<file path="config.mk">
export PLATFORM = sky130hd
export DESIGN_NAME = ncl_wavefront_arbiter
export DESIGN_NICKNAME = d
export VERILOG_FILES = /design/src/rtl/ncl_wavefront_arbiter.sv
export SDC_FILE = /design/constraint.sdc
export NUM_CORES = 1
export LEC_CHECK = 0
export ABC_AREA = 1
export BUFFER_PORTS_ARGS = -buffer_cell sky130_fd_sc_hd__buf_2
export CORE_MARGIN = 1
export CORE_UTILIZATION = 35
export DETAILED_ROUTE_END_ITERATION = 8
export PLACE_DENSITY = 0.56
export SLEW_MARGIN = 20
export SYNTH_ARGS = -nofsm -noshare
export SYNTH_HDL_FRONTEND = slang
export SYNTH_SLANG_ARGS = --single-unit
</file>
<file path="constraint.sdc">
create_clock -name clk -period 2.3 [get_ports clk]
set_clock_uncertainty 0.15 [all_clocks]
set_input_delay 0.115 -clock clk [delete_from_list [all_inputs] [get_ports clk]]
set_output_delay 0.115 -clock clk [all_outputs]
set_load 0.01 [all_outputs]
</file>
<file path="src/rtl/ncl_wavefront_arbiter.sv">
// Round-robin arbiter that sequences one DATA/NULL wavefront pair through a
// single-rail NCL pipeline on behalf of one of two requesters.
module ncl_wavefront_arbiter #(
  parameter int SYNC_STAGES = 2,
  parameter int TIMEOUT     = 255
) (
  input  logic       clk,
  input  logic       init_n,
  input  logic       req0,
  input  logic       req1,
  output logic       gnt0,
  output logic       gnt1,
  output logic       done,
  output logic       pipe_in,
  input  logic       pipe_comp,
  input  logic       pipe_out,
  output logic       out_comp,
  output logic       err,
  output logic [7:0] wave_cnt
);

  typedef enum logic [2:0] {
    S_IDLE  = 3'd0,
    S_DATA  = 3'd1,
    S_WOUT  = 3'd2,
    S_NULL  = 3'd3,
    S_DRAIN = 3'd4,
    S_DONE  = 3'd5,
    S_ERR   = 3'd6
  } state_t;

  localparam logic [15:0] TMO_LAST = 16'(TIMEOUT - 1);

  state_t                 r_state;
  logic [SYNC_STAGES-1:0] r_comp_sync;
  logic [SYNC_STAGES-1:0] r_out_sync;
  logic [15:0]            r_tmo;
  logic                   r_favor1;
  logic                   r_gnt0;
  logic                   r_gnt1;
  logic                   r_done;
  logic                   r_pipe_in;
  logic                   r_out_comp;
  logic                   r_err;
  logic [7:0]             r_wave_cnt;

  logic w_comp;
  logic w_pout;
  logic w_pick1;
  logic w_adv;
  logic w_waiting;
  logic w_timeout;

  // Both asynchronous pipeline signals are resynchronized before any use
  always_ff @(posedge clk or negedge init_n) begin
    if (!init_n) begin
      r_comp_sync <= '0;
      r_out_sync  <= '0;
    end else begin
      r_comp_sync <= {r_comp_sync[SYNC_STAGES-2:0], pipe_comp};
      r_out_sync  <= {r_out_sync[SYNC_STAGES-2:0], pipe_out};
    end
  end

  assign w_comp  = r_comp_sync[SYNC_STAGES-1];
  assign w_pout  = r_out_sync[SYNC_STAGES-1];
  // req1 wins alone, or when both request and the pointer favors it
  assign w_pick1 = req1 & (~req0 | r_favor1);

  // Handshake condition that ends the current wait state
  always_comb begin
    w_adv     = 1'b0;
    w_waiting = 1'b0;
    case (r_state)
      S_DATA:  begin w_adv = w_comp;  w_waiting = 1'b1; end
      S_WOUT:  begin w_adv = w_pout;  w_waiting = 1'b1; end
      S_NULL:  begin w_adv = ~w_comp; w_waiting = 1'b1; end
      S_DRAIN: begin w_adv = ~w_pout; w_waiting = 1'b1; end
      default: begin w_adv = 1'b0;    w_waiting = 1'b0; end
    endcase
  end

  assign w_timeout = w_waiting & ~w_adv & (r_tmo == TMO_LAST);

  // Wavefront sequencing FSM with registered outputs
  always_ff @(posedge clk or negedge init_n) begin
    if (!init_n) begin
      r_state    <= S_IDLE;
      r_tmo      <= 16'd0;
      r_favor1   <= 1'b0;
      r_gnt0     <= 1'b0;
      r_gnt1     <= 1'b0;
      r_done     <= 1'b0;
      r_pipe_in  <= 1'b0;
      r_out_comp <= 1'b0;
      r_err      <= 1'b0;
      r_wave_cnt <= 8'd0;
    end else if (w_timeout) begin
      r_state    <= S_ERR;
      r_tmo      <= 16'd0;
      r_gnt0     <= 1'b0;
      r_gnt1     <= 1'b0;
      r_done     <= 1'b0;
      r_pipe_in  <= 1'b0;
      r_out_comp <= 1'b0;
      r_err      <= 1'b1;
    end else begin
      if (w_waiting && !w_adv) begin
        r_tmo <= r_tmo + 16'd1;
      end else begin
        r_tmo <= 16'd0;
      end
      case (r_state)
        S_IDLE: begin
          if (req0 || req1) begin
            r_state   <= S_DATA;
            r_pipe_in <= 1'b1;
            r_gnt0    <= ~w_pick1;
            r_gnt1    <= w_pick1;
          end else begin
            r_state   <= S_IDLE;
          end
        end
        S_DATA: begin
          if (w_adv) begin
            r_state <= S_WOUT;
          end else begin
            r_state <= S_DATA;
          end
        end
        S_WOUT: begin
          if (w_adv) begin
            r_state    <= S_NULL;
            r_pipe_in  <= 1'b0;
            r_out_comp <= 1'b1;
          end else begin
            r_state    <= S_WOUT;
          end
        end
        S_NULL: begin
          if (w_adv) begin
            r_state <= S_DRAIN;
          end else begin
            r_state <= S_NULL;
          end
        end
        S_DRAIN: begin
          if (w_adv) begin
            r_state    <= S_DONE;
            r_out_comp <= 1'b0;
            r_done     <= 1'b1;
            r_wave_cnt <= r_wave_cnt + 8'd1;
            r_favor1   <= r_gnt0;
          end else begin
            r_state    <= S_DRAIN;
          end
        end
        S_DONE: begin
          r_state <= S_IDLE;
          r_done  <= 1'b0;
          r_gnt0  <= 1'b0;
          r_gnt1  <= 1'b0;
        end
        S_ERR: begin
          r_state <= S_ERR;
        end
        default: begin
          r_state    <= S_IDLE;
          r_gnt0     <= 1'b0;
          r_gnt1     <= 1'b0;
          r_done     <= 1'b0;
          r_pipe_in  <= 1'b0;
          r_out_comp <= 1'b0;
        end
      endcase
    end
  end

  assign gnt0     = r_gnt0;
  assign gnt1     = r_gnt1;
  assign done     = r_done;
  assign pipe_in  = r_pipe_in;
  assign out_comp = r_out_comp;
  assign err      = r_err;
  assign wave_cnt = r_wave_cnt;

endmodule

</file>
# [After elaboration in Yosys (flattened, before gate mapping)]
# Cells that the tools add are included.
[totals] register_bits=38 in_bits=6 output_inout_bits=14 wordCells=78
[classes] add_sub_neg=2 eq_ne=14 n_mux=26 bitwise_logic=10 n_reduce_logical=14
[op_table] cell="2-to-1 mux 16 bit" count=2
[op_table] cell="OR reduction 5 bit" count=4
[op_table] cell="case mux 3 bit (6 select lines)" count=1
[op_table] cell="adder 16 x 1 -> 16 bit (second input constant)" count=1
[op_table] cell="equality test 16 x 8 -> 1 bit (second input constant)" count=1
[op_table] cell="2-to-1 mux 1 bit" count=14
[op_table] cell="equality test 3 bit (second input constant)" count=3
[op_table] cell="inequality test 3 bit (second input constant)" count=3
[op_table] cell="AND reduction 3 bit" count=3
[op_table] cell="adder 8 x 1 -> 8 bit (second input constant)" count=1
[op_table] cell="inequality test 2 x 1 -> 1 bit (second input constant)" count=4
[op_table] cell="equality test 3 x 2 -> 1 bit (second input constant)" count=2
[op_table] cell="2-to-1 mux 3 bit" count=2
[op_table] cell="inverter 1 bit" count=6
[op_table] cell="case mux 1 bit (2 select lines)" count=3
[op_table] cell="case mux 1 bit (3 select lines)" count=2
[op_table] cell="case mux 1 bit (4 select lines)" count=1
[op_table] cell="AND reduction 2 bit" count=2
[op_table] cell="OR reduction 4 bit" count=1
[op_table] cell="bitwise AND 1 bit" count=3
[op_table] cell="equality test 3 x 1 -> 1 bit (second input constant)" count=1
[op_table] cell="logical NOT 3 bit" count=1
[op_table] cell="2-to-1 mux 2 bit" count=1
[op_table] cell="logical AND 1 bit" count=1
[op_table] cell="3 further kinds" count=3

# [Longest topological paths before layout]
# Gate-level depths: netlist of run 1.
[depth] word_depth=7 ltp_mapped=11

# [Worst setup path before layout of run 1]
# OpenSTA, ideal clock, no wires.
[synth_timing] path_type="register to register" start="register r_tmo[0]" end="register r_tmo[14]" arrival_time_ps=1344 t_required_ps=2025 setup_slack_ps=682 stages_incl_launch_ff=9 n_path_buf=0 period_less_slack_ps=1618 cell_sequence="dfrtp_1 > ha_1 > inv_1 > nor2_1 > nand2_1 > nor2_2 > nand2_1 > nor3_1 > nor3_2"
[synth_via] elab_chain_cells=3 elab_cells_between_ends=5
[synth_lines] item="from (decl)" line_no="37" text="logic [15:0] r_tmo;"
[synth_lines] item="from (signal assigned)" line_no="109" text="r_tmo <= r_tmo + 16'd1;"
[synth_lines] item="adder 16 x 1 -> 16 bit or equality test 16 x 8 -> 1 bit (tied branches)" line_no="109, 83"
[synth_lines] item="2-to-1 mux 16 bit or bitwise AND 1 bit (tied branches)" line_no="108, 83"
[synth_lines] item="2-to-1 mux 16 bit (*)" line_no="98" text="end else if (w_timeout) begin"
# Mark *: on every way between the ends. The rest lies on a longest branch, timed or not.
# A chain may end at the register's enable or synchronous reset.

# [Worst setup path after layout of run 1]
# Ends and elaborated chain as after synthesis.

==> impl_metrics.py, run 1 <==
metrics = {
    "worst_setup_path": {
        "worstPathMaxFanout": 4,
        "end_kind": "flip-flop",
        "worstSetupPathType": "reg2reg",
        "arrival_ns": 1.86,
        "worstSetupStartpointType": "flip-flop",
        "cp.required_ns": 2.33,
    },
    "finish": {
        "nNetsFinal": 270,
        "fin_area_mm2": 0.00233,
        "layout_common_cells": "55 x nand2_1, 38 x dfrtp_1, 31 x nor2_1",
        "n_antenna_cell": 0,
        "final_common_cell": "nand2_1",
        "syn2layout_area_growth_pct": 16.4,
        "drive_gt1_share_pct": 22.1,
    },
    "sta": {
        "setup_violations": 0,
        "slew_headroom_pct": 44.3,
        "finalCriticalPeriod_ns": 1.83,
        "slew_viol_final": 0,
        "tns_ns": 0,
        "tightest_slew_ns": 0.836,
        "hold_viol_final": 0,
        "timing.final.crit_share_pct": 79.5,
        "layout_setup_ws_ns": 0.472,
        "rsz0062_at_grt": "no",
        "fmax_mhz": 547,
    },
    "logic_synthesis": {
        "synth_ff_type": "dfrtp_1",
        "avgSynthCellArea_um2": 8.62,
        "synthMuxAreaShare_pct": 0,
        "synthCells": 232,
        "synth_top_family_by_area": "simple AND/OR/NAND/NOR gates",
        "synthesis.nets": 241,
        "synth_compound_area_share_pct": 6.38,
        "async_flop_share_pct": 100,
        "ys_seq_area_share_pct": 47.6,
        "synth_xor_area_share_pct": 4.82,
        "synth-warning-count": 0,
        "yosys_register_bits": 38,
        "synth-simple-area-share_pct": 33.0,
        "synthAdderAreaFrac_pct": 1.88,
        "synth_cell_types": 30,
        "synth-edff-count": 0,
        "synthesis.area_mm2": 0.00200,
    },
    "clock_tree": {
        "cts_hold_buf": 4,
        "post-cts-setup-buffers": 0,
        "cts_htree_levels": 2,
        "root_buffer": "clkbuf_8",
        "ctsResizeCount": 0,
        "numCtsBuffers": 5,
        "clk_pin_slew_ns": 0.08,
        "insertion_delay_ns": 0.29,
        "cts_tree": "built",
        "clockBufferDepth": 2,
        "cts_num_sinks": 38,
    },
    "placement": {
        "dp_slack_ns": 0.460,
        "place_area_mm2": 0.00217,
        "hpwl_um": 2720,
        "port_buffers": 19,
        "gp_congestion": 0.900,
    },
    "run": {
        "maxCapViolations": 0,
    },
    "floorplanning": {
        "core-area_mm2": 0.00551,
        "die_w_um": 77.6,
        "dieArea_mm2": 0.00602,
        "start_util_pct": 36.3,
        "die_y_um": 77.6,
        "placementRows": 27,
        "io-pin-count": 20,
    },
    "grt": {
        "grt_usage_pct": 14.0,
        "grt_pass1_vias": 1427,
        "grt_pass1_wl_um": 6550,
        "grt_max_degree": 39,
        "grt_antenna_before_repair": 0,
        "grt_overflow": 0,
    },
    "routing": {
        "routed.top_layer": "met4",
        "drtIter0Drc": 77,
        "wl_met1_um": 1860,
        "num_vias": 1509,
        "wl_met3_um": 143,
        "postRouteAntennaNets": 0,
        "wire_per_inst_um": 11.1,
        "wl_met2_um": 1650,
        "route.detailed.drc": 0,
        "vias_per_cell": 4.52,
        "wl_um": 3700,
        "dr.pass1.iters": 4,
    },
    "worst_hold_path": {
        "hp-class": "in2reg",
    },
    "outcome": {
        "outcome": "finished clean",
    },
    "power_and_ir_drop": {
        "finalPower_mw": 2.34,
        "ir_drop_mv": 0.413,
        "pwr_density_cell_mw_per_mm2": 1010,
        "p_leak_nw": 1.15,
    },
}
worst max-delay path: stages, from the launching register on:
cell     delay [ns]
dfrtp_1        0.40
ha_1           0.21
inv_1          0.05
nor2_1         0.25
nand2_1        0.11
nor2_2         0.19
nand2_1        0.12
nor3_1         0.18
nor3_2         0.07
final timing paths:
path | startpoint | end | slack, ns | cells after the start
max | r_tmo[0] | r_tmo[14] | 0.47 | 8
min | req1 | pipe_in | 0.04 | 5
max reg2reg | r_tmo[0] | r_tmo[14] | 0.47 | 8
min reg2reg | r_comp_sync[0] | r_comp_sync[1] | 0.21 | 0
max in group asynchronous | init_n | r_tmo[9] | 1.16 | 2
min in group asynchronous | init_n | gnt1 | 0.30 | 2
layout make-up:
| class | instances | area, µm² |
|---|---|---|
| clock buffers | 5 | 68.8 |
| repair buffers | 23 | 135 |
| inverters | 31 | 116 |
| fillers | 563 | 3180 |
| well taps | 72 | 90.1 |
| flip-flops and latches | 38 | 951 |
| clock inverters | 3 | 45.0 |
| multi-input cells | 162 | 921 |
power breakdown:
group,internal (mW),total (mW),leakage [nW],switching [mW]
logic,0.296,0.863,0.597,0.567
clock network,0.323,0.581,0.0504,0.259
registers,0.775,0.895,0.507,0.120
total,1.39,2.34,1.15,0.946
Yosys cell counts (2+ instances only):
cell     count  area, µm²
nor2_1      31        116
o21ai_1      4       20.0
nand3_4      3       52.6
nand4_1      2       12.5
nor2_2       7       43.8
xnor2_1      7       61.3
nand2_2      2       12.5
nand2_1     55        206
xor2_1       4       35.0
nor3_2       4       40.0
inv_1       26       97.6
nor3_1       3       15.0
o21ai_0      5       25.0
ha_1         3       37.5
nand3_1     12       60.1
dfrtp_1     38        951
nor2_4       3       33.8
inv_2        5       18.8
a21oi_1      7       35.0
logic make-up (layout without fill, tap and decap cells):
group,count (synthesis),count (layout)
AOI/OAI and AO/OA,21,21
DFF,38,38
adders and majority gates,3,3
xor gates and xnor gates,11,11
and+or+nand+nor,127,127
buffers and inverters,32,62
routing by layer:
layer	GRT usage, %	vias up
met5	0	-
met4	5.66	0
met3	3.53	4
met2	21.9	27
met1	18.3	685
li1	-	793
per-stage QoR:
stage / instances / hold WS (ns) / utilization (%)
floorplan: 232 / -0.331 / -
global placement: 322 / 0.0744 / 39.5
detailed placement: 322 / 0.0747 / 39.5
CTS: 334 / 0.0316 / 42.3
global route: 334 / 0.0597 / 42.3
finish: 334 / 0.0391 / 42.3
sequential cells by signal, summed over array words and instances, names as in the netlist:
register	cells
done	1
err	1
gnt0	1
gnt1	1
out_comp	1
pipe_in	1
r_comp_sync	2
r_favor1	1
r_out_sync	2
r_state	3
r_tmo	16
wave_cnt	8
No activity file was read; power rests on OpenSTA's default activity.
==> run 2: changes to the inputs <==
ABC_AREA = 0   (was 1)
PLACE_DENSITY = 0.58   (was 0.56)
clock period = 1.5 ns   (was 2.3 ns; I/O delays follow)
==> run 2 against run 1 <==
  * The flow now finishes with violations (setup timing)
  * Hold slack improved by 0.011 ns
  * Maximum frequency up 6.5%
  * Synthesized cell count is 28% lower
  * Worst setup slack got worse by 0.69 ns
  * Via count decreased by 5.3%
  * Die area down 8.7%
  * Sequential power is 56% higher
  * Sequential share of layout area down 4.3 points
  * Clock power increased by 12%
  * Non-clock buffer count rose by 47
  * Core utilization is 11 points higher
  * Global-route usage up 2.0 points
  * Largest cell class unchanged
  * Largest power group is now combinational cells
  * Highest routed layer unchanged
==> impl_metrics.py, run 2 <==
metrics = {
    "power_and_ir_drop": {
        "ir_drop_mv": 0.444,
        "p_leak_nw": 1.20,
        "finalPower_mw": 3.70,
        "pwr_density_cell_mw_per_mm2": 1420,
    },
    "worst_setup_path": {
        "ff2ff_path_depth": 6,
        "end_kind": "flip-flop",
        "cp.required_ns": 1.52,
        "r2r_start": "r_state[0]",
        "worst-r2r-setup-slack_ns": -0.22,
        "worstPathMaxFanout": 8,
        "cp_cell_sequence": "buf_6 > nand2b_4 > o32a_1 > a21o_4 > a32oi_1 > a21oi_1",
        "slowest_stage": "dfrtp_1",
        "r2r_end": "gnt1",
        "cp_slowest_stage_delay_ns": 0.43,
        "worstSetupPathType": "reg2reg",
        "arrival_ns": 1.74,
        "cp-startpoint": "r_state[0]",
        "worstSetupStartpointType": "flip-flop",
    },
    "sta": {
        "tightest_slew_ns": 0.430,
        "finalCriticalPeriod_ns": 1.72,
        "timing.final.crit_share_pct": 114,
        "setup_violations": 32,
        "slew_viol_final": 0,
        "hold_viol_final": 0,
        "fmax_mhz": 583,
        "layout_setup_ws_ns": -0.216,
        "rsz0062_at_grt": "yes",
        "slew_headroom_pct": 71.3,
    },
    "floorplanning": {
        "io-pin-count": 20,
        "die_y_um": 74.1,
        "placementRows": 25,
        "die_w_um": 74.1,
        "core-area_mm2": 0.00488,
        "start_util_pct": 37.3,
        "dieArea_mm2": 0.00550,
    },
    "routing": {
        "wire_per_inst_um": 12.7,
        "route.detailed.drc": 0,
        "wl_um": 3870,
        "dr.pass1.iters": 4,
        "vias_per_cell": 4.67,
        "num_vias": 1429,
        "drtIter0Drc": 51,
        "postRouteAntennaNets": 0,
    },
    "logic_synthesis": {
        "yosys-top-cells-area": "dfrtp_1 52%, xnor2_1 6.7%, nor2_1 4.3%",
        "synth_top_area_share_pct": 52.2,
        "synthesis.nets": 176,
        "synthCells": 167,
        "synth-edff-count": 0,
        "synth_ff_type": "dfrtp_1",
        "async_flop_share_pct": 100,
        "avgSynthCellArea_um2": 10.9,
        "synthesis.area_mm2": 0.00182,
        "synth_area_leader_cell": "dfrtp_1",
        "synthTopCellsByCount": "38 x dfrtp_1, 21 x nor2_1, 14 x xnor2_1",
        "yosys_register_bits": 38,
        "synth-warning-count": 0,
        "synth_cell_types": 45,
        "ys_seq_area_share_pct": 52.2,
        "synth.most_common_cell": "dfrtp_1",
    },
    "clock_tree": {
        "insertion_delay_ns": 0.28,
        "clk_pin_slew_ns": 0.07,
        "cts_num_sinks": 38,
        "cts_tree": "built",
        "root_buffer": "clkbuf_8",
        "cts_htree_levels": 2,
        "clockBufferDepth": 2,
        "numCtsBuffers": 5,
    },
    "finish": {
        "regMostFlops": "r_tmo",
        "fin_util_pct": 53.4,
        "final_common_cell": "buf_4",
        "layout_common_cells": "39 x buf_4, 37 x dfrtp_1, 19 x buf_2",
        "seqCellArea_um2": 952,
        "n_antenna_cell": 0,
        "layout.cells.non_filler": 306,
        "fillers": 466,
        "largest_reg_flops": 16,
        "syn2layout_area_growth_pct": 43.1,
        "drive_gt1_share_pct": 43.1,
        "multiInputGateArea_um2": 922,
        "nNetsFinal": 248,
    },
    "outcome": {
        "violations": "setup timing",
        "outcome": "finished with violations",
    },
    "placement": {
        "gp_congestion": 0.753,
        "hpwl_um": 2570,
        "dp_cells": 286,
        "port_buffers": 19,
    },
    "worst_hold_path": {
        "whs_endpoint": "gnt0",
        "worstHoldStart": "req0",
        "whs_path_depth": 3,
        "hp-class": "in2reg",
    },
    "run": {
        "maxCapViolations": 0,
    },
    "grt": {
        "grt_pass1_wl_um": 6570,
        "grt_overflow": 0,
        "grt_antenna_before_repair": 0,
        "grt_max_degree": 22,
        "grt_pass1_vias": 1479,
        "grt_usage_pct": 16.0,
    },
}
-- run 2: changes by cell type after synthesis, moves of 4 or more --
cell     before  now
xnor2_1       7   14
nor2_1       31   21
nor2_2        7    1
inv_2         5    1
nand2_1      55   10
inv_1        26    5
a21oi_1       7    3
xor2_1        4    8
-- run 2: final cells by class --
class / count / share of cell area [%]
clock buffers: 7 / 2.93
inverters: 6 / 0.864
multi-input cells: 118 / 35.4
flip-flops and latches: 38 / 36.5
well taps: 67 / 3.21
repair buffers: 70 / 21.1
-- run 2: cells by family (layout without fill, tap and decap cells) --
| family | count (synthesis) | count (layout) | synth area share [%] |
|---|---|---|---|
| xor+xnor | 22 | 22 | 10.6 |
| mux | 2 | 2 | 1.24 |
| flops | 38 | 38 | 52.2 |
| buf+inv | 11 | 83 | 3.57 |
| fa+ha+maj | 3 | 3 | 2.06 |
| compound gates | 18 | 18 | 7.21 |
| simple gates | 73 | 73 | 23.1 |
-- run 2: worst max-delay path by stage --
stage            to  cells past startpoint
2_1_floorplan  gnt0                      8
3_3_place_gp   gnt1                      6
3_5_place_dp   gnt1                      7
4_1_cts        gnt1                      7
5_1_grt        gnt1                      6
6_report       gnt1                      6
-- run 2: stage by stage --
| step | setup slack, ns | TNS, ns | hold WS, ns | cell area (µm²) |
|---|---|---|---|---|
| global placement | -0.233 | -3.32 | -0.107 | 2270 |
| CTS | -0.228 | -4.55 | 0.0402 | 2550 |
| floorplan | -0.121 | -1.09 | -0.371 | 1830 |
| detailed placement | -0.291 | -3.55 | -0.110 | 2270 |
| finish | -0.216 | -3.81 | 0.0498 | 2610 |
| global route | -0.280 | -6.27 | 0.0460 | 2610 |
-- run 2: worst max-delay path: cells and delay by family (launching register included) --
kind	cells	cell delay, ns
AOI/OAI and AO/OA	4	0.74
buffers and inverters	1	0.14
DFF	1	0.43
and+or+nand+nor	1	0.15
-- run 2: repair_timing --
item | CTS | global route
endpoints found under the setup margin | 34 | 34
resized for setup | 20 | 10
gates cloned | 1 | 0
hold buffers | 5 | 0
pin swaps | 9 | 11
endpoints found under the hold margin | 41 | 0
buffers inserted | 5 | 3
-- run 2: where the power goes --
part / switching (mW) / internal, mW
Clock: 0.332 / 0.320
Sequential: 0.189 / 1.21
Combinational: 0.751 / 0.903
Total: 1.27 / 2.43
-- run 2: per-layer routing --
| metal | GRT usage, % | up-vias | share of wire (%) | routed length [µm] |
|---|---|---|---|---|
| met5 | 0 | - | 0 | 0 |
| met4 | 6.41 | 0 | 1.4 | 53 |
| met3 | 3.25 | 5 | 2.4 | 92 |
| met2 | 28.5 | 15 | 52 | 2020 |
| met1 | 18.7 | 692 | 44 | 1710 |
| li1 | - | 717 | - | - |
==> run 3: changes to the inputs <==
BUFFER_PORTS_ARGS = -buffer_cell sky130_fd_sc_hd__buf_4   (was -buffer_cell sky130_fd_sc_hd__buf_2)
SETUP_SLACK_MARGIN = 0.1   (was unset)
==> run 3 against run 2 <==
  * The flow still finishes with violations (setup timing)
  * Combinational power up 4%
  * Cell area rose by 1.7%
  * Sequential power hardly changed
  * Count of clock-buffer cells in the layout is the same
  * Clock power decreased by 0.9%
  * Cell count shrank 0.98%
  * Critical path depth up 1
  * Total power increased by 1.3%
  * Global-route usage shrank 0.96 points
  * Largest power group unchanged
==> impl_metrics.py, run 3 (synthesis results as in run 2) <==
metrics = {
    "worst_setup_path": {
        "cp_cell_sequence": "inv_1 > ha_2 > nor4b_4 > nand4_1 > a21o_4 > a32oi_1 > a21oi_1",
        "slowest_stage": "dfrtp_1",
        "cp_slowest_stage_delay_ns": 0.38,
        "worstSetupPathType": "reg2reg",
        "end_kind": "flip-flop",
        "worstSetupStartpointType": "flip-flop",
        "cp.required_ns": 1.52,
        "worstPathMaxFanout": 9,
        "arrival_ns": 1.78,
    },
    "worst_hold_path": {
        "hp-class": "in2async",
    },
    "clock_tree": {
        "insertion_delay_ns": 0.28,
        "cts_num_sinks": 38,
        "cts_htree_levels": 2,
        "numCtsBuffers": 5,
        "clk_pin_slew_ns": 0.07,
        "cts_tree": "built",
        "root_buffer": "clkbuf_8",
        "clockBufferDepth": 2,
    },
    "floorplanning": {
        "die_y_um": 74.1,
        "io-pin-count": 20,
        "placementRows": 25,
        "start_util_pct": 37.3,
        "core-area_mm2": 0.00488,
        "die_w_um": 74.1,
        "dieArea_mm2": 0.00550,
    },
    "finish": {
        "final_common_cell": "buf_4",
        "layout.cells.non_filler": 303,
        "fin_util_pct": 54.3,
        "regMostFlops": "r_tmo",
        "drive_gt1_share_pct": 44.5,
        "syn2layout_area_growth_pct": 45.5,
        "layout_common_cells": "58 x buf_4, 38 x dfrtp_1, 13 x xnor2_1",
        "n_antenna_cell": 0,
        "largest_reg_flops": 16,
        "fillers": 441,
        "nNetsFinal": 245,
    },
    "placement": {
        "gp_congestion": 0.817,
        "port_buffers": 19,
        "dp_cells": 282,
        "hpwl_um": 2650,
    },
    "grt": {
        "grt_pass1_wl_um": 6140,
        "grt_usage_pct": 15.0,
        "grt_overflow": 0,
        "grt_antenna_before_repair": 0,
        "grt_pass1_vias": 1428,
        "grt_max_degree": 39,
    },
    "sta": {
        "timing.final.crit_share_pct": 117,
        "tightest_slew_ns": 0.489,
        "holdWs_ns": 0.153,
        "setup_violations": 29,
        "slew_headroom_pct": 67.4,
        "slew_viol_final": 0,
        "finalCriticalPeriod_ns": 1.76,
        "rsz0062_at_grt": "yes",
        "hold_viol_final": 0,
        "layout_setup_ws_ns": -0.257,
        "fmax_mhz": 569,
    },
    "routing": {
        "vias_per_cell": 4.82,
        "drtIter0Drc": 69,
        "route.detailed.drc": 0,
        "postRouteAntennaNets": 0,
        "wire_per_inst_um": 13.1,
        "wl_um": 3980,
        "num_vias": 1459,
        "dr.pass1.iters": 4,
    },
    "power_and_ir_drop": {
        "pwr_density_cell_mw_per_mm2": 1420,
        "p_leak_nw": 1.18,
        "finalPower_mw": 3.75,
        "ir_drop_mv": 0.668,
    },
    "outcome": {
        "violations": "setup timing",
        "outcome": "finished with violations",
    },
    "run": {
        "maxCapViolations": 0,
    },
}
## run 3: changes by cell type in the layout (fill, tap and decap cells not counted), moves of 3 or more
cell | before | now
buf_2 | 19 | 0
buf_4 | 39 | 58
nor2_1 | 16 | 7
nor2_4 | 2 | 9
nand3_2 | 6 | 3
## run 3: through the flow
step	cell area [µm²]	setup slack [ns]	TNS (ns)
final	2650	-0.257	-5.25
after global routing	2650	-0.369	-8.39
after CTS	2490	-0.239	-4.59
after detailed placement	2280	-0.310	-4.37
after global placement	2280	-0.207	-2.61
after floorplan	1840	-0.120	-1.12
## run 3: timing repair
item,CTS,global route
gates cloned,0,1
hold buffers,5,0
endpoints found under the hold margin,41,0
resized for setup,9,29
pin swaps,9,18
endpoints found under the setup margin,33,34
buffers inserted,5,3
## run 3: worst paths after layout
kind	startpoint	endpoint	slack [ns]	cells after the start
setup / recovery	r_tmo[0]	gnt1	-0.26	7
hold / removal	init_n	gnt1	0.15	2
setup reg to reg	r_tmo[0]	gnt1	-0.26	7
hold reg to reg	r_out_sync[0]	r_out_sync[1]	0.20	0
max in group asynchronous	init_n	wave_cnt[7]	0.71	2
min in group clk	r_out_sync[0]	r_out_sync[1]	0.20	0
## run 3: where the power goes
group	switching, mW	internal (mW)	total (mW)
Clock	0.326	0.320	0.646
Combinational	0.835	0.887	1.72
Sequential	0.178	1.21	1.38
## run 3: routing by layer
| metal | part of all wire, % | track usage (%) | up-vias |
|---|---|---|---|
| met3 | 3.1 | 3.66 | 7 |
| met2 | 53 | 26.2 | 21 |
| met5 | 0 | 0 | - |
| li1 | - | - | 710 |
| met4 | 1.8 | 7.26 | 0 |
| met1 | 42 | 17.2 | 721 |
## run 3: worst max-delay path: cells and delay by family (launching register included)
family,cells,cell delay (ns)
AOI/OAI and AO/OA,3,0.52
DFF,1,0.38
adders and majority gates,1,0.17
and+or+nand+nor,2,0.35
buffers and inverters,1,0.06
## run 3: final cells by class
cell class	count	area, µm²	area share (%)
Clock buffer	7	76.3	2.88
Sequential cell	38	951	35.9
Multi-Input combinational cell	118	965	36.4
Inverter	6	22.5	0.849
Timing Repair Buffer	67	553	20.9
Tap cell	67	83.8	3.16
